==> config.mk <==
export PLATFORM = sky130hd
export DESIGN_NAME = msg_fifo_arbiter
export DESIGN_NICKNAME = d
export VERILOG_FILES = /design/src/rtl/msg_arb_pkg.sv /design/src/rtl/rr_arbiter.sv /design/src/rtl/msg_fifo_arbiter.sv
export SDC_FILE = /design/constraint.sdc
export NUM_CORES = 1
export LEC_CHECK = 0
export CORE_MARGIN = 4
export CORE_UTILIZATION = 40
export DETAILED_ROUTE_END_ITERATION = 10
export PLACE_DENSITY = 0.82
export SLEW_MARGIN = 0
export SYNTH_ARGS = -nofsm -noshare
export SYNTH_HDL_FRONTEND = slang
export SYNTH_SLANG_ARGS = --single-unit
==> constraint.sdc <==
create_clock -name clk -period 2.8 [get_ports clk]
set_input_delay 0.56 -clock clk [delete_from_list [all_inputs] [get_ports clk]]
set_output_delay 0.56 -clock clk [all_outputs]
set_load 0.02 [all_outputs]
==> src/rtl/msg_arb_pkg.sv <==
// Shared types and defaults for the message FIFO arbiter.
// Pure definitions: no logic, no latency, no backpressure.
// Header word layout: {tag, requester index, frame counter}.
package msg_arb_pkg;

    typedef enum logic [1:0] {
        ST_IDLE = 2'd0,
        ST_ARB  = 2'd1,
        ST_HDR  = 2'd2,
        ST_XFER = 2'd3
    } state_t;

    localparam logic [7:0] HDR_TAG           = 8'hA5;
    localparam int         DEF_NUM_REQ       = 4;
    localparam int         DEF_FIFO_DEPTH    = 256;
    localparam int         DEF_MAX_MSG_WORDS = 4;

`ifdef MSG_ARB_HEADER_EN
    localparam int HDR_WORDS = 1;
`else
    localparam int HDR_WORDS = 0;
`endif

    function automatic logic [31:0] hdr_word(input logic [7:0] idx, input logic [15:0] frame);
        return {HDR_TAG, idx, frame};
    endfunction

endpackage

==> src/rtl/rr_arbiter.sv <==
// Round-robin grant: one-hot grant to the first requester at or after ptr.
// Latency: combinational. Backpressure: none; grant is a pure function of req/ptr.
// No grant bit is set when req is all zero.
module rr_arbiter #(
    parameter int N  = 4,
    parameter int PW = $clog2(N)
) (
    input  logic [N-1:0]  req,
    input  logic [PW-1:0] ptr,
    output logic [N-1:0]  grant
);

    logic          found;
    logic [PW-1:0] j;

    always_comb begin
        grant = '0;
        found = 1'b0;
        j     = '0;
        for (int k = 0; k < N; k++) begin
            j = PW'((int'(ptr) + k) % N);
            if (!found && req[j]) begin
                grant[j] = 1'b1;
                found    = 1'b1;
            end
        end
    end

endmodule

==> src/rtl/msg_fifo_arbiter.sv <==
// Arbitrates whole messages from NUM_REQ requesters into one downstream FIFO; MSG_ARB_HEADER_EN adds a header word.
// Latency: req_ack to fifo_wrreq is one cycle; grant needs IDLE->ARB->(HDR)->XFER.
// Backpressure: no grant until the FIFO has room for a full message; a dropped req stalls XFER.
module msg_fifo_arbiter
    import msg_arb_pkg::*;
#(
    parameter int NUM_REQ       = DEF_NUM_REQ,
    parameter int FIFO_DEPTH    = DEF_FIFO_DEPTH,
    parameter int MAX_MSG_WORDS = DEF_MAX_MSG_WORDS
) (
    input  logic                  clk,
    input  logic                  reset,
    input  logic [NUM_REQ-1:0]    req,
    input  logic [NUM_REQ-1:0]    req_last,
    input  logic [NUM_REQ*32-1:0] req_data,
    output logic [NUM_REQ-1:0]    req_ack,
    input  logic [7:0]            fifo_usedw,
    input  logic                  fifo_flush,
    input  logic                  frame_eop,
    output logic [31:0]           fifo_data,
    output logic                  fifo_wrreq,
    output logic                  busy,
    output logic [7:0]            overflow_cnt,
    output logic [15:0]           frame_cnt
);

    localparam int PW = $clog2(NUM_REQ);
    localparam int CW = $clog2(MAX_MSG_WORDS + 1);

    state_t          state_q, state_d;
    logic [PW-1:0]   ptr_q, ptr_d;
    logic [PW-1:0]   gnt_q, gnt_d;
    logic [CW-1:0]   wcnt_q, wcnt_d;
    logic [NUM_REQ-1:0] arb_gnt, ack;
    logic [PW-1:0]   arb_idx, ptr_next;
    logic            room, cur_req, cur_last, cap, ovf_inc;
    logic            wr_vld_d;
    logic [31:0]     wr_dat_d, cur_dat;

    rr_arbiter #(.N(NUM_REQ), .PW(PW)) u_rr (
        .req   (req),
        .ptr   (ptr_q),
        .grant (arb_gnt)
    );

    always_comb begin
        arb_idx = '0;
        for (int k = 0; k < NUM_REQ; k++) begin
            if (arb_gnt[k]) arb_idx = PW'(k);
        end
    end

    // Room for the longest possible message, plus its header when enabled.
    assign room     = (32'(fifo_usedw) + 32'(MAX_MSG_WORDS) + 32'(HDR_WORDS)) <= 32'(FIFO_DEPTH);
    assign cur_req  = req[gnt_q];
    assign cur_last = req_last[gnt_q];
    assign cur_dat  = req_data[32*gnt_q +: 32];
    assign cap      = (wcnt_q == CW'(MAX_MSG_WORDS - 1));
    assign ptr_next = (gnt_q == PW'(NUM_REQ - 1)) ? '0 : gnt_q + 1'b1;

    always_comb begin
        state_d  = state_q;
        ptr_d    = ptr_q;
        gnt_d    = gnt_q;
        wcnt_d   = wcnt_q;
        ovf_inc  = 1'b0;
        wr_vld_d = 1'b0;
        wr_dat_d = fifo_data;
        ack      = '0;
        case (state_q)
            ST_IDLE: begin
                if (|req) state_d = ST_ARB;
            end
            ST_ARB: begin
                if (!(|req)) begin
                    state_d = ST_IDLE;
                end else if (room) begin
                    gnt_d  = arb_idx;
                    wcnt_d = '0;
`ifdef MSG_ARB_HEADER_EN
                    state_d = ST_HDR;
`else
                    state_d = ST_XFER;
`endif
                end
            end
            ST_HDR: begin
`ifdef MSG_ARB_HEADER_EN
                wr_vld_d = 1'b1;
                wr_dat_d = hdr_word(8'(gnt_q), frame_cnt);
                state_d  = ST_XFER;
`else
                state_d  = ST_IDLE;
`endif
            end
            ST_XFER: begin
                if (cur_req) begin
                    ack[gnt_q] = 1'b1;
                    wr_vld_d   = 1'b1;
                    wr_dat_d   = cur_dat;
                    wcnt_d     = wcnt_q + 1'b1;
                    // Hitting the word cap closes the message even without req_last.
                    if (cur_last || cap) begin
                        state_d = ST_IDLE;
                        ptr_d   = ptr_next;
                        ovf_inc = !cur_last;
                    end
                end
            end
            default: state_d = ST_IDLE;
        endcase
        if (fifo_flush) begin
            state_d  = ST_IDLE;
            ptr_d    = ptr_q;
            ack      = '0;
            wr_vld_d = 1'b0;
            wr_dat_d = fifo_data;
            ovf_inc  = 1'b0;
        end
    end

    assign req_ack = reset ? '0 : ack;
    assign busy    = (state_q != ST_IDLE);

    always_ff @(posedge clk) begin
        if (reset) begin
            state_q      <= ST_IDLE;
            ptr_q        <= '0;
            gnt_q        <= '0;
            wcnt_q       <= '0;
            overflow_cnt <= '0;
            frame_cnt    <= '0;
            fifo_wrreq   <= 1'b0;
            fifo_data    <= '0;
        end else begin
            state_q    <= state_d;
            ptr_q      <= ptr_d;
            gnt_q      <= gnt_d;
            wcnt_q     <= wcnt_d;
            fifo_wrreq <= wr_vld_d;
            fifo_data  <= wr_dat_d;
            if (ovf_inc && overflow_cnt != 8'hFF) overflow_cnt <= overflow_cnt + 1'b1;
            if (frame_eop) frame_cnt <= frame_cnt + 1'b1;
        end
    end

endmodule
==> metrics.txt <==
share of layout cells above drive strength 1=0.149; NumNets Final=781; hold_sp=fifo_data[18]; f_max=0.378 GHz; Initial Utilization=0.417; Ports=210; critical path's largest stage delay=0.48 ns; CP max FO=5; RSZ-0062 raised after global routing=false; final hold viol count=0; Core Region=9420 µm²; Die H=107 µm; synth cell count leaders=nand2_1, dfxtp_1, a21oi_1; DR vias=3,907; peak supply drop=0.000224 V; Post-synth top flop=dfxtp_1; Clk pin slew, worst setup/hold paths=0.07 ns; Port Buffer Count=209; die footprint=11,500 µm²; RR Endpoint=gnt_q[0]; worst-skew pair later-pin latency=0.33 ns; WS Path Type=in2out; fill count=729; total power=0.00212 W; clock share of power=0.337; CP startpoint=req[1]; CTS sink cnt=66; CTS tree=built; Final Util=0.675; YS warnings=0; FFs w/ async S/R, synth=0; total CTS buffers=9; r2r worst-path depth=8; element type at the critical path start=input port; DR pass1 iterations=4; fin crit period=2.65 ns; hold depth=2; Hold Crit Class=reg2reg; Max-slew headroom=0.546; Cell Area, Placed=6200 µm²; first-pass GRT wire length=19,400 µm; number of vias per cell=5.20; routed len/inst=16.8 µm; Layout area overhead=61.9%; critical path data arrival time=2.09 ns; Post-Syn Instances=403; post-synthesis register bit count=66; Pins Over Slew Limit=0; multi-input logic area=2420 µm²; max-cap violations=0; Clock Tree Buf Depth=2; status=finished, final reports clean; Power Dens Cells=333 nW/µm²; drt drc=0; Final Setup Violations=0; ANT cells=0; Root Driver=clkbuf_8; Final period util=0.945; Logic pwr share=0.212; Leak=2.21 nW; critical-path cell list=clkdlybuf4s50_1 > mux4_2 > nand2_1 > nor3_1 > buf_4 > and2_1 > clkbuf_2; wire length after detailed routing=12,600 µm; Crit. End Element=output port; Final Cell Area=6360 µm²; Chip Width=107 µm; initial antenna violation count=0; Synth Cell Area=3930 µm²; count leader, synth=nand2_1; Switching Fraction=0.246; Post-synth EDFFs=0; reg2reg start=ptr_q[1]; largest net degree at the start of global routing=66; Hold EP=fifo_data[18]; switching power=0.000521 W; Synth top area share=0.336; Avg Inst Size Synth=9.75 µm²; global placer's final weighted congestion=0.856; synth unique cells=52; vias in the first global route=3,994; CTS Hold Bufs=0; Hold WS=0.457 ns; Final HPWL DP=10,300 µm; worst slew pin tran=0.681 ns; Iteration-0 DRC Markers=180; Critical-path top delay cell=mux4_2; GRT Util Overall=0.215; DRT antenna net count=0; FF+latch area=1320 µm²; Seq pwr share=0.451; total congestion overflow=0; R2R Setup Slk=0.48 ns; Mapped Nets=566; Critical Path RT=2.24 ns; post-synthesis sequential area ratio=0.336; top area cells in the synthesized netlist=dfxtp_1, mux4_2, nand2_1; Fin Clk Skew=0.00578 ns; FP Rows=35; area leader, netlist=dfxtp_1; H-tree depth=3; internal power=0.00160 W
## cell families (layout without fill, tap and decap cells)
| family | after synthesis | in the layout | share of synthesized area |
|---|---|---|---|
| AO/OA/AOI/OAI | 60 | 60 | 0.100 |
| adder cells (fa/ha/maj) | 15 | 15 | 0.0478 |
| XOR/XNOR | 19 | 19 | 0.0424 |
| buffers and inverters | 39 | 259 | 0.0468 |
| flip-flops | 66 | 66 | 0.336 |
| multiplexers | 40 | 40 | 0.220 |
| AND/OR/NAND/NOR | 164 | 164 | 0.207 |
## sequential cells by signal, summed over array words and instances (netlist names)
signal,count
wcnt_q,3
fifo_data,32
frame_cnt,16
state_q,2
fifo_wrreq,1
overflow_cnt,8
gnt_q,2
ptr_q,2
## power groups by stage
stage | clock network (W) | registers (W) | logic (W)
2_1_floorplan | 0 | 0.000979 | 0.000193
3_3_place_gp | 0 | 0.000977 | 0.000443
3_5_place_dp | 0 | 0.000978 | 0.000452
4_1_cts | 0.000737 | 0.000956 | 0.000453
5_1_grt | 0.000776 | 0.000958 | 0.000479
6_report | 0.000714 | 0.000956 | 0.000450
## cell usage in the layout, fill, tap and decap left out, types with 3 or more instances in the layout
master             n
xnor2_1           11
o21ai_0            5
inv_1             13
nand2_1           79
a31oi_1            3
mux4_2            37
nand4_1            5
nand3_1            6
buf_4             21
xor2_1             8
nor3b_1            3
or3_1              3
ha_1              15
mux2i_1            3
and2_1             5
clkbuf_8          10
nor2b_1            5
clkbuf_2           4
clkdlybuf4s50_1  204
nor2_1            30
and3_1             4
dfxtp_1           65
a21oi_1           38
nor3_1             4
## worst max path at each step
stage and to:
2_1_floorplan gnt_q[0], 3_5_place_dp req_ack[0], 6_report req_ack[0], 5_1_grt req_ack[3], 3_3_place_gp req_ack[1], 4_1_cts req_ack[0]
## what timing repair did
item | CTS | global route
buffers inserted | 0 | 0
setup endpoints to repair | 4 | 4
resized for setup | 8 | 4
## critical path, delay by kind of cell
| kind | cells | cell delay, ns |
|---|---|---|
| AND/OR/NAND/NOR | 3 | 0.31 |
| multiplexers | 1 | 0.48 |
| buffers and inverters | 3 | 0.73 |
## metal layers
layer	share of wire	routed length, µm	up-vias	track usage
li1	-	-	1875	-
met1	0.38	4740	1860	0.235
met2	0.53	6720	156	0.395
met3	0.077	970	16	0.0692
met4	0.016	202	0	0.0603
met5	0	0	-	0
## final cells by class
type | count | area share
Multi-Input combinational cell | 298 | 0.381
Timing Repair Buffer | 230 | 0.350
Sequential cell | 66 | 0.208
Tap cell | 129 | 0.0254
Clock buffer | 10 | 0.0216
Inverter | 13 | 0.00767
Clock inverter | 6 | 0.00669
## per-stage QoR
step	setup TNS (ns)	instances	setup slack, ns
5_1_grt	0	752	0.0935
6_report	0	752	0.154
4_1_cts	0	752	0.00371
3_3_place_gp	-0.766	736	-0.192
3_5_place_dp	-0.887	736	-0.241
2_1_floorplan	0	403	0.383
Power figures use the tool's default switching activity.
